## src/rtl/preg_wb_arbiter_pkg.sv

```systemverilog
// Shared types and constants for the physical-register writeback arbiter.
// The writeback record is reused for both the output stage and the bypass path.
package preg_wb_arbiter_pkg;

    localparam int PREG_NUM    = 64;
    localparam int NUM_WB_REQ  = 4;
    localparam int PREG_ADDR_W = $clog2(PREG_NUM);

    typedef logic [PREG_ADDR_W-1:0] preg_addr_t;
    typedef logic [63:0]            u64;

    typedef struct packed {
        logic       valid;
        preg_addr_t wa;
        u64         wd;
    } preg_wb_t;

    // Round-robin slot visited at a given offset after the base index.
    function automatic int rr_slot(input int base, input int offset, input int n);
        return (base + offset) % n;
    endfunction

endpackage

```

## src/rtl/preg_wb_arbiter_rr.sv

```systemverilog
// Combinational round-robin arbiter: searches ptr+1 .. ptr (wrapping) and
// returns a one-hot grant plus its index. The pointer register lives in the parent.
module rr_arbiter #(
    parameter int N = 4,
    localparam int IW = (N > 1) ? $clog2(N) : 1
) (
    input  logic [N-1:0]  req,
    input  logic [IW-1:0] ptr,
    output logic [N-1:0]  grant,
    output logic [IW-1:0] grant_idx
);
    import preg_wb_arbiter_pkg::*;

    logic          found_s;
    logic [IW-1:0] slot_s;

    // Priority search starting just after the last winner.
    always_comb begin
        grant     = '0;
        grant_idx = '0;
        found_s   = 1'b0;
        slot_s    = '0;
        for (int k = 1; k <= N; k++) begin
            slot_s = IW'(rr_slot(int'(ptr), k, N));
            if (!found_s && req[slot_s]) begin
                grant[slot_s] = 1'b1;
                grant_idx     = slot_s;
                found_s       = 1'b1;
            end else begin
                found_s = found_s;
            end
        end
    end

endmodule

```

## src/rtl/preg_wb_arbiter.sv

```systemverilog
// Arbitrates NUM_REQ writeback requesters onto the single preg write port and
// keeps the per-preg ready scoreboard. Define PREG_WB_BYPASS_EN to add bp_* outputs.
module preg_wb_arbiter #(
    parameter int NUM_REQ  = preg_wb_arbiter_pkg::NUM_WB_REQ,
    parameter int PREG_NUM = preg_wb_arbiter_pkg::PREG_NUM,
    parameter int ALLOC_W  = 2,
    localparam int ADDR_W  = $clog2(PREG_NUM)
) (
    input  logic                             clk,
    input  logic                             reset,
    input  logic                             flush,
    input  logic [NUM_REQ-1:0]               req_valid,
    input  logic [NUM_REQ-1:0][ADDR_W-1:0]   req_wa,
    input  logic [NUM_REQ-1:0][63:0]         req_wd,
    output logic [NUM_REQ-1:0]               req_ready,
    input  logic [ALLOC_W-1:0]               alloc_valid,
    input  logic [ALLOC_W-1:0][ADDR_W-1:0]   alloc_addr,
    output logic                             preg_valid,
    output logic [ADDR_W-1:0]                preg_wa,
    output logic [63:0]                      preg_wd,
    output logic [PREG_NUM-1:0]              preg_rdy
`ifdef PREG_WB_BYPASS_EN
    ,
    output logic                             bp_valid,
    output logic [ADDR_W-1:0]                bp_wa,
    output logic [63:0]                      bp_wd
`endif
);
    import preg_wb_arbiter_pkg::*;

    localparam int IDX_W = (NUM_REQ > 1) ? $clog2(NUM_REQ) : 1;

    logic [NUM_REQ-1:0]  arb_req_s;
    logic [NUM_REQ-1:0]  grant_s;
    logic [IDX_W-1:0]    grant_idx_s;
    logic                any_grant_s;
    logic [IDX_W-1:0]    rr_ptr_r;
    preg_wb_t            win_s;
    preg_wb_t            stage_r;
    logic [PREG_NUM-1:0] rdy_r;
    logic [PREG_NUM-1:0] rdy_nxt_s;
    logic [PREG_NUM-1:0] set_mask_s;
    logic [PREG_NUM-1:0] clr_mask_s;

    // No requester may win while in reset or during a flush cycle.
    always_comb begin
        if (reset && !flush) begin
            arb_req_s = req_valid;
        end else begin
            arb_req_s = '0;
        end
    end

    rr_arbiter #(.N(NUM_REQ)) u_rr (
        .req       (arb_req_s),
        .ptr       (rr_ptr_r),
        .grant     (grant_s),
        .grant_idx (grant_idx_s)
    );

    assign any_grant_s = |grant_s;
    assign req_ready   = grant_s;

    // Winner record; writes to preg 0 are consumed but never committed.
    always_comb begin
        win_s.wa    = req_wa[grant_idx_s];
        win_s.wd    = req_wd[grant_idx_s];
        win_s.valid = any_grant_s && (req_wa[grant_idx_s] != '0);
    end

    // Round-robin pointer follows the last winner.
    always_ff @(posedge clk or negedge reset) begin
        if (!reset) begin
            rr_ptr_r <= IDX_W'(NUM_REQ - 1);
        end else if (any_grant_s) begin
            rr_ptr_r <= grant_idx_s;
        end else begin
            rr_ptr_r <= rr_ptr_r;
        end
    end

    // Registered output stage feeding the preg write port.
    always_ff @(posedge clk or negedge reset) begin
        if (!reset) begin
            stage_r <= '0;
        end else if (flush) begin
            stage_r <= '0;
        end else if (any_grant_s) begin
            stage_r <= win_s;
        end else begin
            stage_r.valid <= 1'b0;
        end
    end

    // A flush in the presentation cycle kills the in-flight write.
    assign preg_valid = stage_r.valid & ~flush;
    assign preg_wa    = stage_r.wa;
    assign preg_wd    = stage_r.wd;

    // Scoreboard next state: commit sets, allocation clears (clear wins), flush sets all.
    always_comb begin
        set_mask_s = '0;
        clr_mask_s = '0;
        set_mask_s[stage_r.wa] = stage_r.valid;
        for (int j = 0; j < ALLOC_W; j++) begin
            clr_mask_s[alloc_addr[j]] = clr_mask_s[alloc_addr[j]] |
                                        (alloc_valid[j] && (alloc_addr[j] != '0));
        end
        if (flush) begin
            rdy_nxt_s = '1;
        end else begin
            rdy_nxt_s = (rdy_r | set_mask_s) & ~clr_mask_s;
        end
        rdy_nxt_s[0] = 1'b1;
    end

    // Scoreboard register.
    always_ff @(posedge clk or negedge reset) begin
        if (!reset) begin
            rdy_r <= '1;
        end else begin
            rdy_r <= rdy_nxt_s;
        end
    end

    assign preg_rdy = rdy_r;

`ifdef PREG_WB_BYPASS_EN
    assign bp_valid = win_s.valid;
    assign bp_wa    = win_s.wa;
    assign bp_wd    = win_s.wd;
`endif

endmodule

```

## config.mk

```make
export PLATFORM = sky130hd
export DESIGN_NAME = preg_wb_arbiter
export DESIGN_NICKNAME = d
export VERILOG_FILES = /design/src/rtl/preg_wb_arbiter_pkg.sv /design/src/rtl/preg_wb_arbiter_rr.sv /design/src/rtl/preg_wb_arbiter.sv
export SDC_FILE = /design/constraint.sdc
export NUM_CORES = 1
export LEC_CHECK = 0
export BUFFER_PORTS_ARGS = -buffer_cell sky130_fd_sc_hd__buf_4
export CORE_AREA = 2 2 170 172
export DETAILED_ROUTE_END_ITERATION = 7
export DIE_AREA = 0 0 172 174
export GPL_TIMING_DRIVEN = 0
export HOLD_SLACK_MARGIN = 0.02
export PLACE_DENSITY = 0.72
export SETUP_SLACK_MARGIN = 0.1
export SYNTH_ARGS = -nofsm -noshare
export SYNTH_HDL_FRONTEND = slang
export SYNTH_SLANG_ARGS = --single-unit
```

## constraint.sdc

```tcl
create_clock -name clk -period 6.15 [get_ports clk]
set_clock_uncertainty 0.05 [all_clocks]
set_input_delay 0.615 -clock clk [delete_from_list [all_inputs] [get_ports clk]]
set_output_delay 0.615 -clock clk [all_outputs]
set_load 0.05 [all_outputs]
```

==> impl_metrics.toml <==
[placed_design]
dp_hpwl_um = 36300
gp_congestion = 0.971
placed_cell_area_um2 = 14600
numPortBuffers = 431

[global_route]
grt_pass1_wl_um = 66800
track_usage = 0.300
antenna_found_initial = 9
grt.overflow.total = 0
grt_pass1_vias = 10900
grt_max_degree = 81

[setup_path]
cp.buffers_inverters = 3
reg2reg_to = "preg_wd[48]"
cp.arrival_ps = 3400
reg2reg_depth = 10
critical-path-top-delay-family = "simple AND/OR/NAND/NOR gates"
crit_path_cell_trace = "buf_6, inv_1, ha_1, or3b_1, o22ai_2, and2_1, a221oi_1, nor2_1, a21o_1, buf_4"
reg2reg_from = "rr_ptr_r[0]"
r2r_slack_ps = 2340
worstSetupStartpoint = "rr_ptr_r[0]"
critPathKind = "register to primary output"
slowest_stage = "dfstp_2"
path_max_fanout = 10
setup.worst_path.start_class = "register"
end_kind = "primary output"
max_stage_delay_ps = 580
required_ps = 5480

[clock_tree]
cts_resized = 0
cts_tree = "yes"
htree_levels = 4
post_cts_buffers = 0
cts_max_path_buffers = 2
clockRootBuffer = "clkbuf_16"
clk_latency_ps = 430
clkTransAtPathRegs_ps = 60
cts_sinks = 136
cts_buffers = 17
cts.hold.buffers_added = 0

[synth]
synth_area_leaders = "mux2i_1, dfrtp_1, dfstp_2, mux2_2, buf_4"
synth_area_um2 = 10900
syn_inst = 1130
synthMuxAreaShare = 0.276
synth_compound_area_frac = 0.152
synth_top_family_by_area = "multiplexers"
synth_nets = 1439
yosysSeqAreaShare = 0.320
synth_xor_area_frac = 0.00322
ys_seq_elements = 136
async_reset_ff_frac = 1.00
ys_warn_count = 0
synth-edff-count = 0
synth_fa_ha_area_frac = 0.00919
synth_top_area_frac = 0.202
yosysUniqueCellTypes = 62
post_synth_and_or_nand_nor_area_fraction = 0.144
synth_area_leader_cell = "mux2i_1"
ys_dominant_reg_cell = "dfrtp_1"
postSynthAreaPerCell_um2 = 9.64

[worst_hold_path]
holdCritPathClass = "input port to async pin"

[routing]
via_count = 10800
avgViaCountPerCell = 5.42
firstDrtPassIters = 5
antenna_left = 0
wire_per_inst_um = 23.1
drt_iter0_markers = 809
drc = 0
wl_um = 45900

[sta]
tns_ps = 0
slew_violations = 9
min_period_ps = 4060
fmax_mhz = 246
fin_crit_sh = 0.661
fin_hold_ws_ps = 212
hold_viol = 0
worst_slew_pin_slew_ps = 1500
slew_headroom = -0.00452
rsz0062_at_grt = "no"
setup_viol = 0

[power]
power_per_cell_area_nw_per_um2 = 430
irDropWorstVdd_v = 0.000194
total_power_w = 0.00654
leakage_nw = 7.62

[floorplan]
die_h_um = 174
die_x_um = 172
ios = 440
dieArea_um2 = 29900
core_um2 = 28200
rows = 62
start_util = 0.386

[flow_run]
max_cap_violations = 1

[layout]
nFillCells = 2674
multiInputGateArea_um2 = 6370
nNetsFinal = 1891
area_delta_synth_final_pct = 39.8
drive_above_1_share = 0.442
post-route-cell-area_um2 = 15200
ff_latch_area_um2 = 3480

[outcome]
status = "finished with violations"
violations = "max-capacitance violations, max-slew violations"
==> final cells by class <==
cell class | instances | area share
Antenna cell | 9 | 0.00148
Clock inverter | 15 | 0.00854
Tap cell | 384 | 0.0316
Multi-Input combinational cell | 828 | 0.418
Inverter | 7 | 0.00173
Sequential cell | 136 | 0.229
Timing Repair Buffer | 433 | 0.215
Clock buffer | 17 | 0.0279
Buffer | 159 | 0.0667
==> cells in the mapped netlist (all sizes together), types with 24 or more instances <==
cell type and instances:
buf 104, nand2b 81, a221oi 38, clkbuf 55, mux2 71, nor3 24
nand2 58, nor2 65, a211o 43, dfrtp 71, mux2i 220, a21oi 67
dfstp 65
==> kinds of logic after synthesis <==
| kind of cell | count (synthesis) |
|---|---|
| fa+ha+maj | 8 |
| buf+inv | 166 |
| simple gates | 296 |
| xor+xnor | 4 |
| compound gates | 228 |
| flops | 136 |
| other cells | 1 |
| mux | 291 |
==> routing by layer <==
metal  routed length [um]  vias to the layer above  global-route usage
met1                17800                     5197               0.356
li1                     -                     4990                   -
met4                 1870                        0               0.152
met2                22300                      490               0.495
met5                    0                        -                   0
met3                 3970                       95              0.0824
==> worst max-delay path by stage <==
| stage | slack (ps) | cells after the start | end |
|---|---|---|---|
| finish | 2090 | 10 | req_ready[0] |
| global route | 1950 | 9 | req_ready[0] |
| CTS | 2090 | 10 | req_ready[0] |
| detailed placement | 1910 | 9 | preg_wd[52] |
| global placement | 1460 | 8 | preg_wd[22] |
| floorplan | 2790 | 9 | req_ready[0] |
==> state kept, by name (all words and copies together) (netlist names) <==
name	count
preg_wd	64
preg_rdy	63
preg_wa	6
rr_ptr_r	2
stage_r	1
==> report_power, final <==
| part | leakage, nW | internal [W] | switching [W] |
|---|---|---|---|
| registers | 1.57 | 0.00116 | 0.000155 |
| clock network | 0.258 | 0.000556 | 0.000450 |
| logic | 5.79 | 0.00182 | 0.00240 |
| total | 7.62 | 0.00354 | 0.00300 |
==> cell usage in the layout, fill, tap and decap left out, drive strengths merged, types with 6 or more instances in the layout <==
cell type	count
ha	8
a211oi	6
nor3b	11
nor2	65
a211o	43
nand2b	81
clkbuf	72
mux2	71
clkinv	6
a221oi	38
a31oi	9
inv	9
nand2	58
buf	537
a21oi	67
clkinvlp	6
dfrtp	71
nor3	24
o21bai	22
diode	9
dfstp	65
mux2i	220
o31ai	6
nand3	21
nor2b	6
o21ai	13
==> per-stage QoR <==
step	worst slack, ps	utilization	std cells
floorplan	2790	-	1130
global placement	1460	0.517	1945
detailed placement	1910	0.519	1947
CTS	2090	0.538	1979
global route	1950	0.539	1986
finish	2090	0.539	1988
No activity file was read; power rests on OpenSTA's default activity.
